`config.mk`:
```
export PLATFORM = sky130hd
export DESIGN_NAME = uart_tx_path
export DESIGN_NICKNAME = d
export VERILOG_FILES = /design/src/rtl/uart_pkg.sv /design/src/rtl/uart_tx_fifo.sv /design/src/rtl/uart_tx_path.sv
export SDC_FILE = /design/constraint.sdc
export NUM_CORES = 1
export LEC_CHECK = 0
export ABC_AREA = 1
export CORE_MARGIN = 4
export CORE_UTILIZATION = 56
export CTS_CLUSTER_DIAMETER = 100
export DETAILED_ROUTE_END_ITERATION = 12
export GPL_TIMING_DRIVEN = 0
export PLACE_DENSITY = 0.78
export SETUP_SLACK_MARGIN = 0.15
export SLEW_MARGIN = 30
export SYNTH_ARGS = -nofsm -noshare
export SYNTH_HDL_FRONTEND = slang
export SYNTH_SLANG_ARGS = --single-unit
```
`constraint.sdc`:
```
create_clock -name clk_i -period 2.2 [get_ports clk_i]
set_input_delay 0.66 -clock clk_i [delete_from_list [all_inputs] [get_ports clk_i]]
set_output_delay 0.66 -clock clk_i [all_outputs]
set_load 0.005 [all_outputs]
```
`src/rtl/uart_pkg.sv`:
```
// Shared UART definitions used by both the transmit and receive paths:
// state encoding, frame geometry and the default baud divider.
package uart_pkg;

  typedef enum logic [1:0] {
    IDLE  = 2'd0,
    START = 2'd1,
    DATA  = 2'd2,
    STOP  = 2'd3
  } tx_state_t;

  localparam int FRAME_BITS       = 10;
  localparam int DATA_BITS        = 8;
  localparam int DEFAULT_BAUD_DIV = 434;

endpackage

```
`src/rtl/uart_tx_fifo.sv`:
```
// Synchronous FIFO with full/empty flags and first-word-fall-through read data.
// Pointers carry one extra wrap bit so full and empty can be told apart.
module uart_tx_fifo #(
  parameter int WIDTH = 8,
  parameter int DEPTH = 16
) (
  input  logic             clk_i,
  input  logic             rst_n_i,
  input  logic             wr_en,
  input  logic [WIDTH-1:0] wr_data,
  input  logic             rd_en,
  output logic [WIDTH-1:0] rd_data,
  output logic             full,
  output logic             empty
);

  localparam int AW = $clog2(DEPTH);

  logic [WIDTH-1:0] mem [DEPTH];
  logic [AW:0]      wr_ptr;
  logic [AW:0]      rd_ptr;
  logic             do_wr;
  logic             do_rd;

  assign empty   = (wr_ptr == rd_ptr);
  assign full    = (wr_ptr[AW] != rd_ptr[AW]) && (wr_ptr[AW-1:0] == rd_ptr[AW-1:0]);
  assign do_wr   = wr_en && !full;
  assign do_rd   = rd_en && !empty;
  assign rd_data = mem[rd_ptr[AW-1:0]];

  always_ff @(posedge clk_i or negedge rst_n_i) begin
    if (!rst_n_i) begin
      wr_ptr <= '0;
      rd_ptr <= '0;
    end else begin
      if (do_wr) wr_ptr <= wr_ptr + {{AW{1'b0}}, 1'b1};
      if (do_rd) rd_ptr <= rd_ptr + {{AW{1'b0}}, 1'b1};
    end
  end

  // Storage is data only; it needs no reset because the pointers gate every read.
  always_ff @(posedge clk_i) begin
    if (do_wr) mem[wr_ptr[AW-1:0]] <= wr_data;
  end

endmodule

```
`src/rtl/uart_tx_path.sv`:
```
// 8N1 UART transmitter. Define UART_TX_FIFO_EN to place a FIFO_DEPTH-entry
// FIFO ahead of the shifter (back-to-back frames); otherwise one holding slot.
module uart_tx_path
  import uart_pkg::*;
#(
  parameter int BAUD_DIV   = DEFAULT_BAUD_DIV,
  parameter int FIFO_DEPTH = 16
) (
  input  logic                 clk_i,
  input  logic                 rst_n_i,
  input  logic [DATA_BITS-1:0] uart_tx_data_i,
  input  logic                 uart_tx_valid_i,
  output logic                 uart_tx_ready_o,
  output logic                 uart_tx_o,
  output logic                 uart_tx_busy_o,
  output logic                 uart_tx_done
);

  localparam logic [13:0] BAUD_LAST = 14'(BAUD_DIV);
  localparam logic [2:0]  LAST_BIT  = 3'(DATA_BITS - 1);

  tx_state_t            state;
  tx_state_t            state_nxt;
  logic [13:0]          baud_cnt;
  logic [13:0]          baud_cnt_nxt;
  logic [2:0]           bit_idx;
  logic [2:0]           bit_idx_nxt;
  logic [DATA_BITS-1:0] shift_reg;
  logic [DATA_BITS-1:0] shift_nxt;
  logic                 line_nxt;
  logic                 bit_end;
  logic                 load;
  logic [DATA_BITS-1:0] load_data;
  logic                 take;

`ifdef UART_TX_FIFO_EN
  logic fifo_full;
  logic fifo_empty;

  uart_tx_fifo #(
    .WIDTH (DATA_BITS),
    .DEPTH (FIFO_DEPTH)
  ) u_fifo (
    .clk_i   (clk_i),
    .rst_n_i (rst_n_i),
    .wr_en   (uart_tx_valid_i && !fifo_full),
    .wr_data (uart_tx_data_i),
    .rd_en   (take),
    .rd_data (load_data),
    .full    (fifo_full),
    .empty   (fifo_empty)
  );

  assign load            = !fifo_empty;
  assign uart_tx_ready_o = !fifo_full;
`else
  logic unused_fifo_depth;

  assign unused_fifo_depth = |FIFO_DEPTH;
  assign load              = uart_tx_valid_i && (state == IDLE);
  assign load_data         = uart_tx_data_i;
  assign uart_tx_ready_o   = (state == IDLE);
`endif

  assign bit_end = (baud_cnt == BAUD_LAST);
  // The shifter takes a new byte from IDLE, or straight out of the stop bit.
  assign take    = load && ((state == IDLE) || ((state == STOP) && bit_end));

  always_ff @(posedge clk_i or negedge rst_n_i) begin
    if (!rst_n_i) begin
      state     <= IDLE;
      baud_cnt  <= '0;
      bit_idx   <= '0;
      uart_tx_o <= 1'b1;
    end else begin
      state     <= state_nxt;
      baud_cnt  <= baud_cnt_nxt;
      bit_idx   <= bit_idx_nxt;
      uart_tx_o <= line_nxt;
    end
  end

  always_ff @(posedge clk_i) begin
    shift_reg <= shift_nxt;
  end

  always_comb begin
    state_nxt    = state;
    bit_idx_nxt  = bit_idx;
    shift_nxt    = shift_reg;
    baud_cnt_nxt = ((state == IDLE) || bit_end) ? 14'd0 : baud_cnt + 14'd1;
    case (state)
      IDLE: begin
        if (take) begin
          state_nxt = START;
          shift_nxt = load_data;
        end
      end
      START: begin
        if (bit_end) begin
          state_nxt   = DATA;
          bit_idx_nxt = '0;
        end
      end
      DATA: begin
        if (bit_end) begin
          shift_nxt = shift_reg >> 1;
          if (bit_idx == LAST_BIT) state_nxt = STOP;
          else                     bit_idx_nxt = bit_idx + 3'd1;
        end
      end
      STOP: begin
        if (bit_end) begin
          if (take) begin
            state_nxt = START;
            shift_nxt = load_data;
          end else begin
            state_nxt = IDLE;
          end
        end
      end
      default: state_nxt = IDLE;
    endcase
  end

  // Line level is computed from the next state so the flop shows it on the
  // first cycle of that state.
  always_comb begin
    case (state_nxt)
      START:   line_nxt = 1'b0;
      DATA:    line_nxt = shift_nxt[0];
      default: line_nxt = 1'b1;
    endcase
    uart_tx_busy_o = (state != IDLE);
    uart_tx_done   = (state == STOP) && bit_end;
  end

endmodule

```
# ---- Yosys cells after proc, flatten, opt, wreduce, memory -nomap -nowiden
# Cells that the tools add are included.
dict set report classes {
  eq_ne 11
  muxes 17
  add_sub_neg 2
  n_reduce_logical 11
}
# operator n
set ops {}
lappend ops {{$mux 8} 3}
lappend ops {{$pmux 8 s3} 1}
lappend ops {{$add 14x1->14 const B} 1}
lappend ops {{$eq 14x9->1 const B} 1}
lappend ops {{$mux 14} 1}
lappend ops {{$mux 2} 5}
lappend ops {{$mux 3} 3}
lappend ops {{$ne 2x2->1 const B} 4}
lappend ops {{$pmux 2 s4} 1}
lappend ops {{$eq 2x2->1 const B} 3}
lappend ops {{$pmux 3 s2} 1}
lappend ops {{$eq 2x1->1 const B} 2}
lappend ops {{$reduce_and 4->1} 1}
lappend ops {{$reduce_bool 2->1} 2}
lappend ops {{$add 3x1->3 const B} 1}
lappend ops {{$eq 3x3->1 const B} 1}
lappend ops {{$logic_and 1x1->1} 3}
lappend ops {{$reduce_and 3->1} 1}
lappend ops {{$reduce_bool 3->1} 1}
lappend ops {{$logic_not 2->1} 1}
lappend ops {{$logic_or 1x1->1} 2}
lappend ops {{$pmux 1 s2} 1}
lappend ops {{$mux 1} 1}
dict set report totals {
  input_bits 11
  regBits 28
}

# ---- Longest topological paths before layout
dict set report logic_depth {
  depth_word 9
  depth_mapped 12
}

# ---- Worst setup path before layout
# OpenSTA, ideal clock, no wires.
dict set report synth_timing {
  kind {reg-to-reg}
  startpoint {register baud_cnt[0]}
  endpoint {register shift_reg[1], enable pin}
  required_ps 1819
  arrival_time_ps 1440
  path_stages_with_launch 7
  path_slack_ps 379
  path_buffers 0
  setup_ps 381
  path_cell_list {dfrtp_1 > inv_1 > ha_1 > nand2_1 > nor2_2 > nand2_2 > o21ai_0}
}
dict set report synth_via {
  elab_chain_len 3
  word_cells_on_any_way 4
}
# element line
set synth_rtl {}
lappend synth_rtl {{start: declaration} uart_tx_path.sv:24} ;# logic [13:0] baud_cnt;
lappend synth_rtl {{start signal: assignment} uart_tx_path.sv:77} ;# baud_cnt <= baud_cnt_nxt;
lappend synth_rtl {{$eq 14x9->1 (*)} uart_tx_path.sv:65} ;# assign bit_end = (baud_cnt == BAUD_LAST);
lappend synth_rtl {{$ne 2x2->1 (no line)} --}
lappend synth_rtl {{$reduce_and 3->1 (no line) (*)} --}
lappend synth_rtl {{end signal: assignment} uart_tx_path.sv:84} ;# shift_reg <= shift_nxt;
lappend synth_rtl {{end: declaration} uart_tx_path.sv:28} ;# logic [DATA_BITS-1:0] shift_reg;
# Every way passes the cells marked *; elsewhere a longest branch is shown, timed or not.
# A chain may end at the register's enable or synchronous reset.

# ---- Worst setup path after layout
dict set report layout_timing {
  startpoint {register baud_cnt[2]}
  endpoint {output uart_tx_done}
}
dict set report layout_via {
  elab_chain_len 2
}
# element line
set layout_rtl {}
lappend layout_rtl {{$eq 14x9->1} uart_tx_path.sv:65}
lappend layout_rtl {{$logic_and 1x1->1} uart_tx_path.sv:135} ;# uart_tx_done = (state == STOP) && bit_end;
lappend layout_rtl {{end: declaration} uart_tx_path.sv:16} ;# output logic uart_tx_done
# Every way passes these cells.

==> reports/results.ini <==
[die]
ios=15
die_y_um=62.0
dieArea_um2=3850
initial_core_util_pct=58.8
rows=19
die_x_um=62.0
core_um2=2780

[timing]
setup_viol=0
tightest_slew_ns=0.674
hold_viol=0
slew_viol_final=0
finalCriticalPeriod_ns=2.19
max_slew_margin_pct=54.7
finClkSkew_ns=0.00526
fin_setup_tns_ns=0
fmax_ghz=0.457
rsz0062_at_grt=yes
timing.final.crit_share_pct=99.5

[logic_synthesis]
synthFlopType=dfrtp_1
synth_xor_xnor_area_share_pct=2.68
ys_warn_count=0
synth-seq-area-share_pct=44.8
synth_cells=201
ys_ff_latch=28
syn_avg_cell_area_um2=8.14
yosysTopAreaCellShare_pct=29.1
yosysTopAreaCell=dfrtp_1
synthArstFlopShare_pct=71.4
synth_top_family_by_area=simple AND/OR/NAND/NOR gates
synth_mux_area_share_pct=0
synthTopCellsByArea=dfrtp_1 29%, edfxtp_1 13%, nand2_1 9.0%, inv_1 6.7%, nor2_1 5.7%
synth_compound_area_share_pct=8.49
synthSimpleGateAreaFrac_pct=33.0
netlist_area_um2=1640
ys_types=34
synth_edf_count=7
syn_nets=216
synthAdderAreaFrac_pct=3.06

[drt]
avgRoutedWirePerCell_um=14.4
routed_wl_um=3880
dr.pass1.iters=5
drc=0
num_vias=1482
via_per_inst=5.49
drtIter0Drc=105
drtAntennaViolNets=0

[layout]
largest_reg_flops=14
synthToLayoutAreaGrowth_pct=25.9
fin_util_pct=74.0
stdcell_count=270
antenna_cells=0
multiInputGateArea_um2=816
drive_above_1_share_pct=26.8
regArea_um2=737
fillCellCount=197
layout.nets=255

[grt]
antenna_found_initial=0
grt_first_pass_wirelength_um=5820
grt_usage_pct=20.2
grt_pass1_vias=1393
grt_max_degree=21
gr-total-overflow=0

[placement]
io_buffers=14
dp_hpwl_um=2460
place_congestion=0.780
dp.cells=246

[power]
power.density_nw_per_um2=373
power_leakage_nw=0.987
vdd_drop_max_mv=0.361

[worst_setup_path]
r2r_slack_ns=0.17
start_kind=register
required_ns=1.54
critPathKind=reg -> out
timing.rr.end=bit_idx[0]
crit_start=baud_cnt[2]
worst_ep_arrival_time_ns=1.53
reg2reg_depth=15
cp-end-kind=output port
path_max_fanout=5
r2r_start=baud_cnt[0]

[run_status]
status=finished, final reports clean

[cts]
cts_tree=done
clock_sinks=28
clockBufferDepth=2
cts-root-buf=clkbuf_4
cts-buffers-inserted=3
cts_max_level=1
cts_hold_buffers=0
clk_latency_ns=0.32
clk_pin_slew_worst_paths_ns=0.15

[run]
maxCapViolCount=0

[min_path]
hp-class=in -> async

cell type report:
cell class	count	area share, %
Tap cell	31	1.88
Inverter	32	5.96
Clock inverter	1	0.182
Clock buffer	3	1.09
Multi-Input combinational cell	139	39.6
Buffer	2	0.547
Timing Repair Buffer	34	14.9
Sequential cell	28	35.8
critical path: stages, from the launching register on:
cell	delay, ns
dfrtp_1	0.47
nor2_1	0.18
nand2_1	0.08
nor2_1	0.18
nand2_2	0.09
nor2_1	0.10
buf_2	0.12
routing by layer:
layer | vias to the layer above | global-route usage (%) | wire length [µm]
li1 | 719 | - | -
met1 | 715 | 24.9 | 1660
met2 | 42 | 35.5 | 2000
met3 | 6 | 2.89 | 173
met4 | 0 | 7.88 | 44
met5 | - | 0 | 0
Yosys cell counts, types with 2 or more instances:
library cell	count
nand2_1	39
inv_1	29
nor2_1	25
dfrtp_1	19
nand3_1	11
o21ai_0	10
nand2_2	9
edfxtp_1	7
o22ai_1	6
ha_1	4
nor2_2	4
nor3_1	4
xor2_1	4
inv_2	3
nor3b_1	3
a21oi_1	2
a31oi_1	2
nand2_4	2
nor2_4	2
nor3_4	2
worst max path at each step:
| stage | cells past startpoint | to |
|---|---|---|
| 2_1_floorplan | 6 | shift_reg[1] |
| 3_3_place_gp | 7 | uart_tx_done |
| 3_5_place_dp | 7 | uart_tx_done |
| 4_1_cts | 6 | uart_tx_done |
| 5_1_grt | 7 | uart_tx_done |
| 6_report | 6 | uart_tx_done |
stage by stage:
| stage | power [mW] | setup slack [ns] | hold slack (ns) | area [µm²] |
|---|---|---|---|---|
| after floorplan | 0.540 | 0.379 | 0.364 | 1640 |
| after global placement | 0.565 | -0.103 | 0.467 | 1810 |
| after CTS | 0.769 | 0.0270 | 0.515 | 1980 |
| after detailed placement | 0.565 | -0.132 | 0.480 | 1810 |
| after global routing | 0.792 | -0.0993 | 0.264 | 2060 |
| final | 0.767 | 0.0115 | 0.252 | 2060 |
layout by cell type, fill, tap and decap left out, types with 6 or more instances in the layout:
| cell type | netlist | routed |
|---|---|---|
| buf_4 | 1 | 14 |
| buf_6 | 0 | 7 |
| clkdlybuf4s50_1 | 0 | 9 |
| dfrtp_1 | 19 | 15 |
| edfxtp_1 | 7 | 7 |
| inv_1 | 29 | 27 |
| nand2_1 | 39 | 36 |
| nand2_2 | 9 | 12 |
| nand3_1 | 11 | 11 |
| nor2_1 | 25 | 24 |
| o21ai_0 | 10 | 7 |
| o22ai_1 | 6 | 6 |
where the power goes:
group	switching, mW	internal, mW	leakage, nW
clock	0.147	0.0665	0.0154
sequential	0	0.530	0.307
combinational	0.00908	0.0144	0.665
cells by family (layout without fill, tap and decap cells):
logic type | count (synthesis) | count (layout)
AOI/OAI and AO/OA | 24 | 24
xor gates and xnor gates | 5 | 5
and+or+nand+nor | 106 | 106
DFF | 28 | 28
buffers and inverters | 34 | 72
adders and majority gates | 4 | 4
repair_timing:
| item | 4_1_cts | 5_1_grt |
|---|---|---|
| buffers inserted | 16 | 4 |
| gates resized for setup | 15 | 19 |
| pin swaps | 6 | 4 |
| endpoints found under the setup margin | 10 | 5 |
Power figures use the tool's default switching activity.
